<file path="src/rtl/core_mem_timer.sv">
// Core-memory read/restore/write phase timer: READ, optional WAIT, WRITE.
// Optional feature: define CORE_MEM_TIMER_TMO_EN to enable the WAIT timeout.
module core_mem_timer #(
    parameter int READ_TICKS    = 60,
    parameter int STROBE_TICK   = 35,
    parameter int WRITE_TICKS   = 60,
    parameter int TIMEOUT_TICKS = 10000
) (
    input  logic clk,
    input  logic reset,
    input  logic start,
    input  logic rd,
    input  logic wr,
    input  logic wr_rs,
    output logic busy,
    output logic read_l,
    output logic strobe,
    output logic rd_rs,
    output logic write_l,
    output logic done,
    output logic tmo
);

    localparam int MAX_RW = (READ_TICKS > WRITE_TICKS) ? READ_TICKS : WRITE_TICKS;
    localparam int MAX_T  = (MAX_RW > TIMEOUT_TICKS) ? MAX_RW : TIMEOUT_TICKS;
    localparam int CW     = $clog2(MAX_T + 1);

    localparam logic [CW-1:0] ONE   = CW'(1);
    localparam logic [CW-1:0] R_END = CW'(READ_TICKS);
    localparam logic [CW-1:0] S_TCK = CW'(STROBE_TICK);
    localparam logic [CW-1:0] W_END = CW'(WRITE_TICKS);
`ifdef CORE_MEM_TIMER_TMO_EN
    localparam logic [CW-1:0] T_END = CW'(TIMEOUT_TICKS);
`endif

    typedef enum logic [1:0] {
        IDLE,
        READ,
        WAIT,
        WRITE
    } state_t;

    state_t        state, state_n;
    logic [CW-1:0] cnt, cnt_n;
    logic          rdl, rdl_n;
    logic          wrl, wrl_n;
    logic          tmo_hit;

    // WAIT expiry; a wr_rs on the same cycle wins and suppresses it
`ifdef CORE_MEM_TIMER_TMO_EN
    assign tmo_hit = (state == WAIT) && (cnt == T_END) && !wr_rs;
`else
    assign tmo_hit = 1'b0;
`endif
    assign tmo = tmo_hit;

    // Next-state and phase-counter logic
    always_comb begin
        state_n = state;
        cnt_n   = cnt;
        rdl_n   = rdl;
        wrl_n   = wrl;
        unique case (state)
            IDLE: begin
                if (start && (rd || wr)) begin
                    state_n = READ;
                    cnt_n   = ONE;
                    rdl_n   = rd;
                    wrl_n   = wr;
                end
            end
            READ: begin
                if (cnt == R_END) begin
                    // destructive read: anything but RMW restores at once
                    state_n = (rdl && wrl) ? WAIT : WRITE;
                    cnt_n   = ONE;
                end else begin
                    cnt_n = cnt + ONE;
                end
            end
            WAIT: begin
                if (wr_rs || tmo_hit) begin
                    state_n = WRITE;
                    cnt_n   = ONE;
                end else begin
`ifdef CORE_MEM_TIMER_TMO_EN
                    cnt_n = cnt + ONE;
`else
                    cnt_n = cnt;
`endif
                end
            end
            WRITE: begin
                if (cnt == W_END) begin
                    state_n = IDLE;
                    cnt_n   = '0;
                    rdl_n   = 1'b0;
                    wrl_n   = 1'b0;
                end else begin
                    cnt_n = cnt + ONE;
                end
            end
            default: begin
                state_n = IDLE;
                cnt_n   = '0;
            end
        endcase
    end

    // State registers and outputs registered from the next state
    always_ff @(posedge clk or posedge reset) begin
        if (reset) begin
            state   <= IDLE;
            cnt     <= '0;
            rdl     <= 1'b0;
            wrl     <= 1'b0;
            busy    <= 1'b0;
            read_l  <= 1'b0;
            strobe  <= 1'b0;
            rd_rs   <= 1'b0;
            write_l <= 1'b0;
            done    <= 1'b0;
        end else begin
            state   <= state_n;
            cnt     <= cnt_n;
            rdl     <= rdl_n;
            wrl     <= wrl_n;
            busy    <= (state_n != IDLE);
            read_l  <= (state_n == READ);
            strobe  <= (state_n == READ) && (cnt_n == S_TCK) && rdl_n;
            rd_rs   <= (state_n == READ) && (cnt_n == R_END) && rdl_n;
            write_l <= (state_n == WRITE);
            done    <= (state_n == WRITE) && (cnt_n == W_END);
        end
    end

endmodule

</file>
<file path="config.mk">
export PLATFORM = sky130hd
export DESIGN_NAME = core_mem_timer
export DESIGN_NICKNAME = d
export VERILOG_FILES = /design/src/rtl/core_mem_timer.sv
export SDC_FILE = /design/constraint.sdc
export NUM_CORES = 1
export LEC_CHECK = 0
export BUFFER_PORTS_ARGS = -buffer_cell sky130_fd_sc_hd__buf_2
export CORE_UTILIZATION = 40
export DETAILED_ROUTE_END_ITERATION = 7
export GPL_TIMING_DRIVEN = 1
export PLACE_DENSITY = 0.65
export SYNTH_ARGS = -nofsm -noshare
export SYNTH_HDL_FRONTEND = slang
export SYNTH_SLANG_ARGS = --single-unit
</file>
<file path="constraint.sdc">
create_clock -name clk -period 4.5 [get_ports clk]
set_input_delay 0 -clock clk [delete_from_list [all_inputs] [get_ports clk]]
set_output_delay 0 -clock clk [all_outputs]
set_load 0.03 [all_outputs]
</file>
# --- After elaboration in Yosys (flattened, before gate mapping) ---
# Cells that the tools add are included.
totals:
  register_bits: 24
  word_cells: 50
op_classes:
  n_reduce_logical: 12
  eq_ne: 10
  muxes: 17
  n_addsub: 1
ops:
  columns: ["operator", "n"]
  rows:
  - ["14-bit two-way mux", 4]
  - ["14-bit case mux with 4 select lines", 1]
  - ["14-bit by 6-bit equality test with 1-bit output (second input constant)", 3]
  - ["14-bit by 1-bit adder with 14-bit output (second input constant)", 1]
  - ["2-bit two-way mux", 4]
  - ["2-bit case mux with 4 select lines", 1]
  - ["1-bit logical AND", 7]
  - ["2-bit equality test (second input constant)", 3]
  - ["1-bit two-way mux", 5]
  - ["2-bit by 1-bit equality test with 1-bit output (second input constant)", 2]
  - ["2-bit inequality test (second input constant)", 2]
  - ["1-bit case mux with 2 select lines", 2]
  - ["2-bit nonzero test", 2]
  - ["3-bit AND reduction", 1]
  - ["2-bit logical NOT", 1]
  - ["1-bit logical OR", 1]

# --- Logic depth before layout (Yosys ltp) ---
depth:
  ltp_word: 7
  mapped_depth: 9

# --- Worst setup path before layout ---
# Ideal clock, no wire load.
synth_path:
  kind: "flip-flop to flip-flop"
  startpoint: "reg state[0]"
  endpoint: "reg strobe"
  t_arrival_ns: 2.096
  path_stages_with_launch: 9
  setup_time_ns: 0.101
  slack_ns: 2.304
  synth_period_minus_slack_ns: 2.196
  path_cell_list: "dfrtp_1 -> inv_1 -> ha_1 -> nor2_1 -> a22o_1 -> clkbuf_1 -> a22oi_1 -> or4_1 -> nor4_1"
synth_between:
  elab_chain_cells: 5
synth_lines:
  columns: ["element", "line_no", "source"]
  rows:
  - ["from (decl)", "43", "state_t state, state_n;"]
  - ["from (signal assigned)", "124", "state <= state_n;"]
  - ["2-bit equality test, or another cell as far along", "63", "unique case (state)"]
  - ["14-bit case mux with 4 select lines or 2-bit case mux with 4 select lines (tied branches)", "63", null]
  - ["14-bit by 6-bit equality test with 1-bit output or 2-bit by 1-bit equality test with 1-bit output (tied branches)", "130", "strobe <= (state_n == READ) && (cnt_n == S_TCK) && rdl_n;"]
  - ["1-bit logical AND", "130", null]
  - ["1-bit logical AND (*)", "130", null]
  - ["to (signal assigned)", "130", null]
  - ["to (decl)", "17", "output logic strobe,"]
# Mark *: on every way between the ends. The rest lies on a longest branch, timed or not.
# A chain may end at the register's enable or synchronous reset.

# --- Final worst setup path ---
# Ends and elaborated chain as after synthesis.

==> results.cfg <==
[place]
dp_hpwl_um = 2810
finalWeightedCongestion = 0.900
numPortBuffers = 11

[logic_synthesis]
seq_area_frac_synth_pct = 37.0
ys_warn_count = 0
syn-cell-area_um2 = 1620
synth_area_per_cell_um2 = 8.36
synth_edf_count = 0
syn_inst = 194
ys_dominant_reg_cell = dfrtp_1
synth-seq-cells = 24
synth_cell_types = 54
synth_async_sr_flop_share_pct = 100
synth_nets = 206

[timing]
finalMaxSlewViolations = 0
layout_min_cycle_time_ns = 3.06
fin_crit_sh_pct = 68.0
tns_ns = 0
setup_viol = 0
clock.fmax_mhz = 327
relSlewSlack_pct = 38.9
finClkSkew_ns = 0.00547
hold_viol_final = 0
rsz0062_at_grt = false
tightest_slew_ns = 0.916

[global_routing]
grt_pass1_wl_um = 6420
grt_pass1_vias = 1331
grt_usage_pct = 19.5
antenna_found_initial = 0
grt_max_degree = 25
grt-ovfl-total = 0

[pwr]
p_comb_share_pct = 2.5
clkPwrFrac_pct = 46.3
p_leak_uw = 0.000759
total_power_uw = 421
ir_worst_vdd_mv = 0.255
switching_share_pct = 19.9
p_sw_uw = 84.0
p_seq_share_pct = 51.1
intPower_uw = 337
powerDensity_nw_per_um2 = 238

[worst_setup_path]
setup.worst_path.end_class = flop
crit_required_ns = 4.67
arrival_ns = 3.22
start_kind = flop
critPathLaunch = state[0]
rr_startpoint = state[0]
crit_fanout = 15
crit_type = flop to flop

[final_layout]
multiInputGateArea_um2 = 918
num_antenna_cells = 0
fillers = 384
drive_gt1_share_pct = 12.0
area_growth_pct = 9.18
finalNetCount = 213
ff_latch_area_um2 = 601

[floorplanning]
rows = 22
dieArea_um2 = 4320
die_w_um = 65.7
die_h_um = 65.7
core_um2 = 3770
initial_core_util_pct = 43.0
io_pins = 13

[flow_run]
max-cap-violations = 0

[cts]
post_cts_buffers = 0
insertion_delay_ns = 0.27
clock_path_buffers = 2
cts.reportedPaths.clkPinSlew_ns = 0.09
cts.sink_count = 24
cts_resized = 0
cts_hold_buf = 1
cts_tree = done
root_buffer = clkbuf_8
h-tree-depth = 1
cts_buffers = 3

[drt]
drc = 0
viasPerCell = 5.98
drt-initial-drc-count = 63
drt-met1-wl_um = 1800
post_drt_wl_per_cell_um = 15.5
routed.top_layer = met4
vias = 1482
drtAntennaViolNets = 0
dr.pass1.iters = 4
dr_wl_met3_um = 188
routed_wirelength_um = 3840
dr_wl_met2_um = 1820

[hold_path]
min_from = rd
hold_class = primary input to flop

[outcome]
outcome = completed
-- cell usage after synthesis (3+ instances only) --
cell type	instances	area share [%]
nor4_1	5	1.9
and4_1	3	1.6
buf_2	4	1.2
nand2_1	23	5.3
ha_1	6	4.6
inv_1	14	3.2
a22oi_1	3	1.4
clkbuf_1	4	0.92
and3_1	4	1.5
o21ai_0	19	5.9
nand3_1	10	3.1
nor2_1	12	2.8
nor3_1	6	1.9
a21oi_1	9	2.8
nand4_1	4	1.5
dfrtp_1	24	37
o31ai_1	3	1.4
-- sequential cells by signal (all words and copies together), names as in the netlist --
register	flops
busy	1
cnt	14
done	1
rd_rs	1
rdl	1
read_l	1
state	2
strobe	1
write_l	1
wrl	1
-- kinds of logic after synthesis --
kind of cell / share of synthesized area (%)
AND/OR/NAND/NOR: 27.2
AO/OA/AOI/OAI: 23.4
buffers and inverters: 6.40
flip-flops: 37.0
adder cells (fa/ha/maj): 4.63
XOR/XNOR: 1.08
other: 0.231
-- placed cells by master, fill, tap and decap left out, types with 2 or more instances in the layout --
| cell type | instances |
|---|---|
| dfrtp_1 | 24 |
| nand2_1 | 23 |
| o21ai_0 | 19 |
| inv_1 | 14 |
| nor2_1 | 12 |
| buf_2 | 11 |
| nand3_1 | 10 |
| a21oi_1 | 9 |
| nor3_1 | 6 |
| ha_1 | 6 |
| nor4_1 | 5 |
| and3_1 | 4 |
| nand4_1 | 4 |
| and4_1 | 3 |
| a22oi_1 | 3 |
| o31ai_1 | 3 |
| clkbuf_8 | 3 |
| a22o_1 | 2 |
| or4_1 | 2 |
| a31oi_1 | 2 |
| o22ai_1 | 2 |
-- stage by stage --
stage | setup slack, ns | hold slack [ns] | std cells | util, % | instance area, µm²
detailed placement | 1.53 | 0.267 | 243 | 44.8 | 1690
global placement | 1.69 | 0.252 | 243 | 44.8 | 1690
global route | 1.19 | 0.0866 | 248 | 47.0 | 1770
floorplan | 2.30 | 0.0146 | 194 | - | 1620
CTS | 1.50 | 0.0613 | 248 | 47.0 | 1770
finish | 1.44 | 0.0685 | 248 | 47.0 | 1770
-- routing by layer --
| metal | vias up | track usage [%] |
|---|---|---|
| li1 | 727 | - |
| met1 | 709 | 26.0 |
| met2 | 42 | 32.3 |
| met3 | 4 | 3.65 |
| met4 | 0 | 4.35 |
| met5 | - | 0 |
-- worst max-delay path: stages, from the launching register on --
cell and delay (ns):
dfrtp_1 0.45, inv_1 0.10, ha_1 0.37, inv_1 0.16, o21ai_1 0.17, nor2_1 0.67, a22oi_1 0.24, or4_1 0.57
nor4_1 0.22
-- worst paths after layout --
| kind | endpoint | slack (ns) | cells past startpoint |
|---|---|---|---|
| hold / removal | rdl | 0.07 | 3 |
| max in group asynchronous | cnt[7] | 3.48 | 3 |
| setup / recovery | strobe | 1.44 | 8 |
| setup reg to reg | strobe | 1.44 | 8 |
| hold reg to reg | wrl | 0.53 | 2 |
| min in group asynchronous | read_l | 0.46 | 3 |
-- power groups by stage --
| stage | sequential, µW | clock (µW) | combinational (µW) |
|---|---|---|---|
| final | 215 | 195 | 10.6 |
| after global routing | 216 | 207 | 12.5 |
| after CTS | 215 | 201 | 11.2 |
| after detailed placement | 220 | 0 | 10.6 |
| after global placement | 220 | 0 | 10.4 |
| after floorplan | 220 | 0 | 6.62 |
-- area by class of cell --
cell class	count	share of cell area, %
well taps	48	3.39
repair buffers	12	3.67
clock inverters	1	1.69
multi-input cells	145	51.8
inverters	15	3.18
flip-flops and latches	24	33.9
clock buffers	3	2.33
Power figures use the tool's default switching activity.
